[src/rtl/signed_nibble_counter.sv]
// Debounced pushbutton-driven 4-bit two's-complement up/down counter with
// parallel load, wrap/saturate overflow handling and a sticky overflow flag.
module signed_nibble_counter #(
    parameter int DEBOUNCE_CYCLES = 250000,
    parameter bit SATURATE        = 1'b0
) (
    input  logic       clk,
    input  logic       rst_n,
    input  logic       key_up_n,
    input  logic       key_dn_n,
    input  logic       key_ld_n,
    input  logic [3:0] sw_in,
    output logic       w,
    output logic       x,
    output logic       y,
    output logic       z,
    output logic       ovf
);

    localparam int              CW       = $clog2(DEBOUNCE_CYCLES + 1);
    localparam logic [CW-1:0]   CNT_LAST = CW'(DEBOUNCE_CYCLES - 1);
    localparam int              KEY_UP   = 0;
    localparam int              KEY_DN   = 1;
    localparam int              KEY_LD   = 2;
    localparam logic [3:0]      MAX_POS  = 4'b0111;
    localparam logic [3:0]      MIN_NEG  = 4'b1000;

    logic [2:0]    w_keys_n;
    logic [2:0]    r_sync1;
    logic [2:0]    r_sync2;
    logic [2:0]    r_stable;
    logic [2:0]    r_stable_d;
    logic [2:0]    r_evt;
    logic [CW-1:0] r_db_cnt [3];
    logic [3:0]    r_value;
    logic          r_ovf;
    logic [3:0]    w_value_nxt;
    logic          w_ovf_nxt;

    assign w_keys_n = {key_ld_n, key_dn_n, key_up_n};

    // Identical synchronizer + debouncer per key; an event is a registered
    // pulse one cycle after the stable level falls.
    always_ff @(posedge clk or negedge rst_n) begin
        if (!rst_n) begin
            r_sync1    <= 3'b111;
            r_sync2    <= 3'b111;
            r_stable   <= 3'b111;
            r_stable_d <= 3'b111;
            r_evt      <= 3'b000;
            for (int i = 0; i < 3; i++) begin
                r_db_cnt[i] <= '0;
            end
        end else begin
            r_sync1    <= w_keys_n;
            r_sync2    <= r_sync1;
            r_stable_d <= r_stable;
            r_evt      <= r_stable_d & ~r_stable;
            for (int i = 0; i < 3; i++) begin
                if (r_sync2[i] == r_stable[i]) begin
                    r_db_cnt[i] <= '0;
                end else if (r_db_cnt[i] == CNT_LAST) begin
                    r_stable[i] <= ~r_stable[i];
                    r_db_cnt[i] <= '0;
                end else begin
                    r_db_cnt[i] <= r_db_cnt[i] + 1'b1;
                end
            end
        end
    end

    // Load wins over steps; up and dn together cancel out.
    always_comb begin
        w_value_nxt = r_value;
        w_ovf_nxt   = r_ovf;
        if (r_evt[KEY_LD]) begin
            w_value_nxt = sw_in;
            w_ovf_nxt   = 1'b0;
        end else if (r_evt[KEY_UP] && !r_evt[KEY_DN]) begin
            if (r_value == MAX_POS) begin
                w_ovf_nxt   = 1'b1;
                w_value_nxt = SATURATE ? MAX_POS : MIN_NEG;
            end else begin
                w_value_nxt = r_value + 4'd1;
            end
        end else if (r_evt[KEY_DN] && !r_evt[KEY_UP]) begin
            if (r_value == MIN_NEG) begin
                w_ovf_nxt   = 1'b1;
                w_value_nxt = SATURATE ? MIN_NEG : MAX_POS;
            end else begin
                w_value_nxt = r_value - 4'd1;
            end
        end
    end

    always_ff @(posedge clk or negedge rst_n) begin
        if (!rst_n) begin
            r_value <= 4'b0000;
            r_ovf   <= 1'b0;
        end else begin
            r_value <= w_value_nxt;
            r_ovf   <= w_ovf_nxt;
        end
    end

    assign {w, x, y, z} = r_value;
    assign ovf          = r_ovf;

endmodule

[config.mk]
export PLATFORM = sky130hd
export DESIGN_NAME = signed_nibble_counter
export DESIGN_NICKNAME = d
export VERILOG_FILES = /design/src/rtl/signed_nibble_counter.sv
export SDC_FILE = /design/constraint.sdc
export NUM_CORES = 1
export LEC_CHECK = 0
export CAP_MARGIN = 20
export CORE_UTILIZATION = 51
export CTS_BUF_LIST = sky130_fd_sc_hd__clkbuf_8 sky130_fd_sc_hd__clkbuf_16
export DETAILED_ROUTE_END_ITERATION = 8
export PLACE_DENSITY = 0.71
export SLEW_MARGIN = 10
export SYNTH_ARGS = -nofsm -noshare
export SYNTH_HDL_FRONTEND = slang
export SYNTH_SLANG_ARGS = --single-unit
[constraint.sdc]
create_clock -name clk -period 2.4 [get_ports clk]
set_input_delay 0.36 -clock clk [delete_from_list [all_inputs] [get_ports clk]]
set_output_delay 0.36 -clock clk [all_outputs]
set_load 0.01 [all_outputs]
==> impl.org <==
** Outcome
- Run status :: complete, but fails checks
- The final reports fail on DRC.

** Yosys
- Cell type with the largest total area after synthesis :: sky130_fd_sc_hd__dfrtp_1
- Synthesis inferred 74 register bits.
- Leading post-synthesis cells by cell area :: sky130_fd_sc_hd__dfrtp_1 (44%), sky130_fd_sc_hd__dfstp_2 (9.0%), sky130_fd_sc_hd__xnor2_1 (8.3%), sky130_fd_sc_hd__nor2_1 (6.3%), sky130_fd_sc_hd__xor2_1 (2.8%)
- During synthesis, Yosys emitted a total of 0 warnings.
- The most common cell in the synthesized netlist is sky130_fd_sc_hd__dfrtp_1.
- After synthesis the cells add up to 0.003493 sq mm.
- Post-Syn Nets :: 351
- Among all flip-flop cells after synthesis, the most frequent one is sky130_fd_sc_hd__dfrtp_1.
- Mapped Avg Cell Area :: 10.37 sq um
- Proportion of synthesized chip area in sequential cells :: 0.5344
- EDFF count, synth :: 0
- Share of Yosys cell area claimed by the top area cell type :: 0.4441
- After technology mapping, the gate count stands at 337.
- Post-synthesis cell type count :: 48
- In the synthesized netlist, the cells that appear most often are sky130_fd_sc_hd__dfrtp_1 (62), sky130_fd_sc_hd__nor2_1 (59), sky130_fd_sc_hd__xnor2_1 (33).
- Share of async-settable or async-resettable flops after synthesis :: 1.000

** Floorplanning
- Row generation in the floorplan step produced 29 rows.
- Vertical extent of the die :: 84.76 um
- The core region is 0.006495 sq mm.
- Number of I/O pins :: 14
- Area of the die :: 0.007184 sq mm
- Horizontal die dimension :: 84.76 um
- For this configuration, the core starts out at a cell density of 0.5379.

** Clocking
- Bufs on Longest Clock Path :: 2
- The number of setup buffers added after CTS is 0.
- Sinks on the clock net :: 74
- Number of H-tree levels :: 3
- The tree is rooted in a sky130_fd_sc_hd__clkbuf_8.
- Clock latency on the worst-skew pair, taken at its later pin, is 340 ps.
- Reg clk slew, reported paths :: 70 ps
- In this run, post-CTS repair resized a total of 0 instances.
- Cts-stage hold buffer count :: 0
- In this run, CTS created clock tree buffers numbering 9.
- TritonCTS clock tree :: done

** Setup path
- At the worst endpoint, the required time is 2610 ps.
- Kind of launch point of the worst setup path :: register
- Reg2reg end :: r_db_cnt[48]$_DFF_PN0_
- In this run the worst path has a maximum fanout of 17.
- Category of the worst setup path capture point :: register
- In this run the critical register-to-register path is launched from r_db_cnt[49]$_DFF_PN0_.
- Setup slack on the worst reg-to-reg path comes out at 310 ps.
- Worst EP arrival :: 2300 ps
- The number of cells on the worst reg-to-reg path is 4.
- The setup path with the least slack is of type register to register.

** Timing
- Setup violations remaining at the end of the flow were counted as 0.
- Worst hold-check slack :: 28.83 ps
- Count of pins over their slew limit :: 0
- Shortest clock period the worst path allows after layout :: 2089 ps
- Timing would allow up to 0.4786 GHz.
- Total count of hold-check failures in the final report :: 0
- RSZ-0062 raised after global routing :: no
- Tightest slew margin relative to the limit :: 0.6124
- Setup slack closes at 310.5 ps.
- Setup total negative slack on the finished layout was measured at 0 ps.
- Worst clock skew :: 5.350 ps
- Dividing the final minimum period by the clock period gives 0.8706.
- Tightest Pin Transition :: 576.1 ps

** Route
- Antenna-violating nets left :: 0
- Detailed-router iteration count before antenna repair :: 8
- DRC violations left :: 1
- Routed len/inst :: 13.37 um
- Dividing the detail-routed via count by the number of cells gives 5.524.
- Initial DRC count :: 96
- Total length of routed wires :: 5.923 mm
- The routed layout has 2447 vias.

** Cells and area
- In the final layout, the share of cells above drive strength 1 is 0.1066.
- Excluding fillers, the count of instances in the completed layout stands at 443.
- The repair_antennas step left the layout with diodes totalling 0.
- Total non-filler cell area in the finished layout :: 0.003895 sq mm
- Compared with the post-synthesis result, the final layout area differs by 11.50%.
- After the last flow step, the layout net total stands at 375.

** Placed design
- In this run the cell area measured after placement is 0.003731 sq mm.
- Number of cells in the design after placement :: 427
- RePlAce Congestion :: 0.8105
- Worst slack at placement :: 306.8 ps
- Buffers placed on the I/O ports in this run total 13.
- HPWL Detailed :: 3.954 mm

** Global routing
- The first global-routing pass estimated 10.74 mm of wire.
- Global router's overall resource usage :: 0.1902
- Summed over all layers, the global routing overflow is 0.
- Entering global routing, the biggest net connects 75 pins.
- Vias in the first global route :: 2390
- Initial antenna violation count :: 0

** Power
- Power per cell area :: 561.5 mW/mm^2
- For this design the static power due to leakage is 1.530 nW.
- IR analysis of the VDD net gives a maximum drop of 0.4645 mV.

** Worst hold path
- Path category of the worst min-delay check :: primary input to async pin

** Flow run
- Number of max-cap violations :: 0
## flip-flops by register name, indices dropped and copies added, names as in the netlist
signal      count
r_stable        3
r_value         4
r_sync2         3
r_db_cnt       54
r_stable_d      3
ovf             1
r_sync1         3
r_evt           3
## layout by cell type (no fill, tap or decap), types with 4 or more instances in the layout
cell type,count
sky130_fd_sc_hd__nor4_1,13
sky130_fd_sc_hd__clkdlybuf4s50_1,12
sky130_fd_sc_hd__a21oi_1,10
sky130_fd_sc_hd__dfrtp_1,62
sky130_fd_sc_hd__or4_1,5
sky130_fd_sc_hd__dfstp_2,12
sky130_fd_sc_hd__or3_1,4
sky130_fd_sc_hd__ha_1,5
sky130_fd_sc_hd__xnor2_1,33
sky130_fd_sc_hd__nand4_1,10
sky130_fd_sc_hd__nor4b_1,4
sky130_fd_sc_hd__nor2b_1,5
sky130_fd_sc_hd__nor3_1,11
sky130_fd_sc_hd__nand2_1,13
sky130_fd_sc_hd__nor2_1,59
sky130_fd_sc_hd__xor2_1,11
sky130_fd_sc_hd__inv_1,20
sky130_fd_sc_hd__clkbuf_8,10
sky130_fd_sc_hd__nand3_1,18
sky130_fd_sc_hd__o21ai_0,7
## how the worst max path moves through the flow
stage | start | endpoint | slack [ps] | cells past startpoint
6_report | r_db_cnt[49]$_DFF_PN0_ | r_db_cnt[48]$_DFF_PN0_ | 310 | 4
5_1_grt | r_db_cnt[0]$_DFF_PN0_ | r_db_cnt[16]$_DFF_PN0_ | 150 | 5
4_1_cts | r_db_cnt[49]$_DFF_PN0_ | r_db_cnt[44]$_DFF_PN0_ | 290 | 4
3_5_place_dp | r_db_cnt[49]$_DFF_PN0_ | r_db_cnt[44]$_DFF_PN0_ | 310 | 4
3_3_place_gp | r_db_cnt[49]$_DFF_PN0_ | r_db_cnt[41]$_DFF_PN0_ | 330 | 4
2_1_floorplan | r_db_cnt[49]$_DFF_PN0_ | r_stable[0]$_DFFE_PN1P_ | 430 | 4
## layout make-up
| type | count | area [sq um] |
|---|---|---|
| multi-input cells | 242 | 1536 |
| flip-flops and latches | 74 | 1867 |
| fillers | 555 | 2600 |
| inverters | 17 | 63.81 |
| clock inverters | 6 | 26.28 |
| well taps | 77 | 96.34 |
| repair buffers | 17 | 167.7 |
| clock buffers | 10 | 137.6 |
## report_power, final
part           switching, W  internal (W)
registers         0.0000151       0.00127
logic             0.0000505     0.0000323
clock network      0.000434      0.000387
total              0.000499       0.00169
## cells by family after synthesis
logic type	share of synthesized area
mux	0.01540
fa+ha+maj	0.01791
buf+inv	0.02579
xor+xnor	0.1103
flops	0.5344
simple gates	0.2278
compound gates	0.06841
## metal layers
layer | GRT usage | wire (um)
met1 | 0.2658 | 2922
met2 | 0.2816 | 2721
met3 | 0.05310 | 197
met4 | 0.07704 | 82
met5 | 0 | 0
## worst max-delay path, cell delays in order, from the launching register on
cell                      delay (ps)
sky130_fd_sc_hd__dfrtp_1         400
sky130_fd_sc_hd__or4b_1          510
sky130_fd_sc_hd__or4_4           540
sky130_fd_sc_hd__o21ai_4         400
sky130_fd_sc_hd__nor2_1          100
## metrics by stage
step / util / power (W)
6_report: 0.5997 / 0.002187
5_1_grt: 0.5997 / 0.002280
4_1_cts: 0.5997 / 0.002216
3_5_place_dp: 0.5745 / 0.001393
3_3_place_gp: 0.5745 / 0.001390
2_1_floorplan: - / 0.001340
No activity file was read; power rests on OpenSTA's default activity.
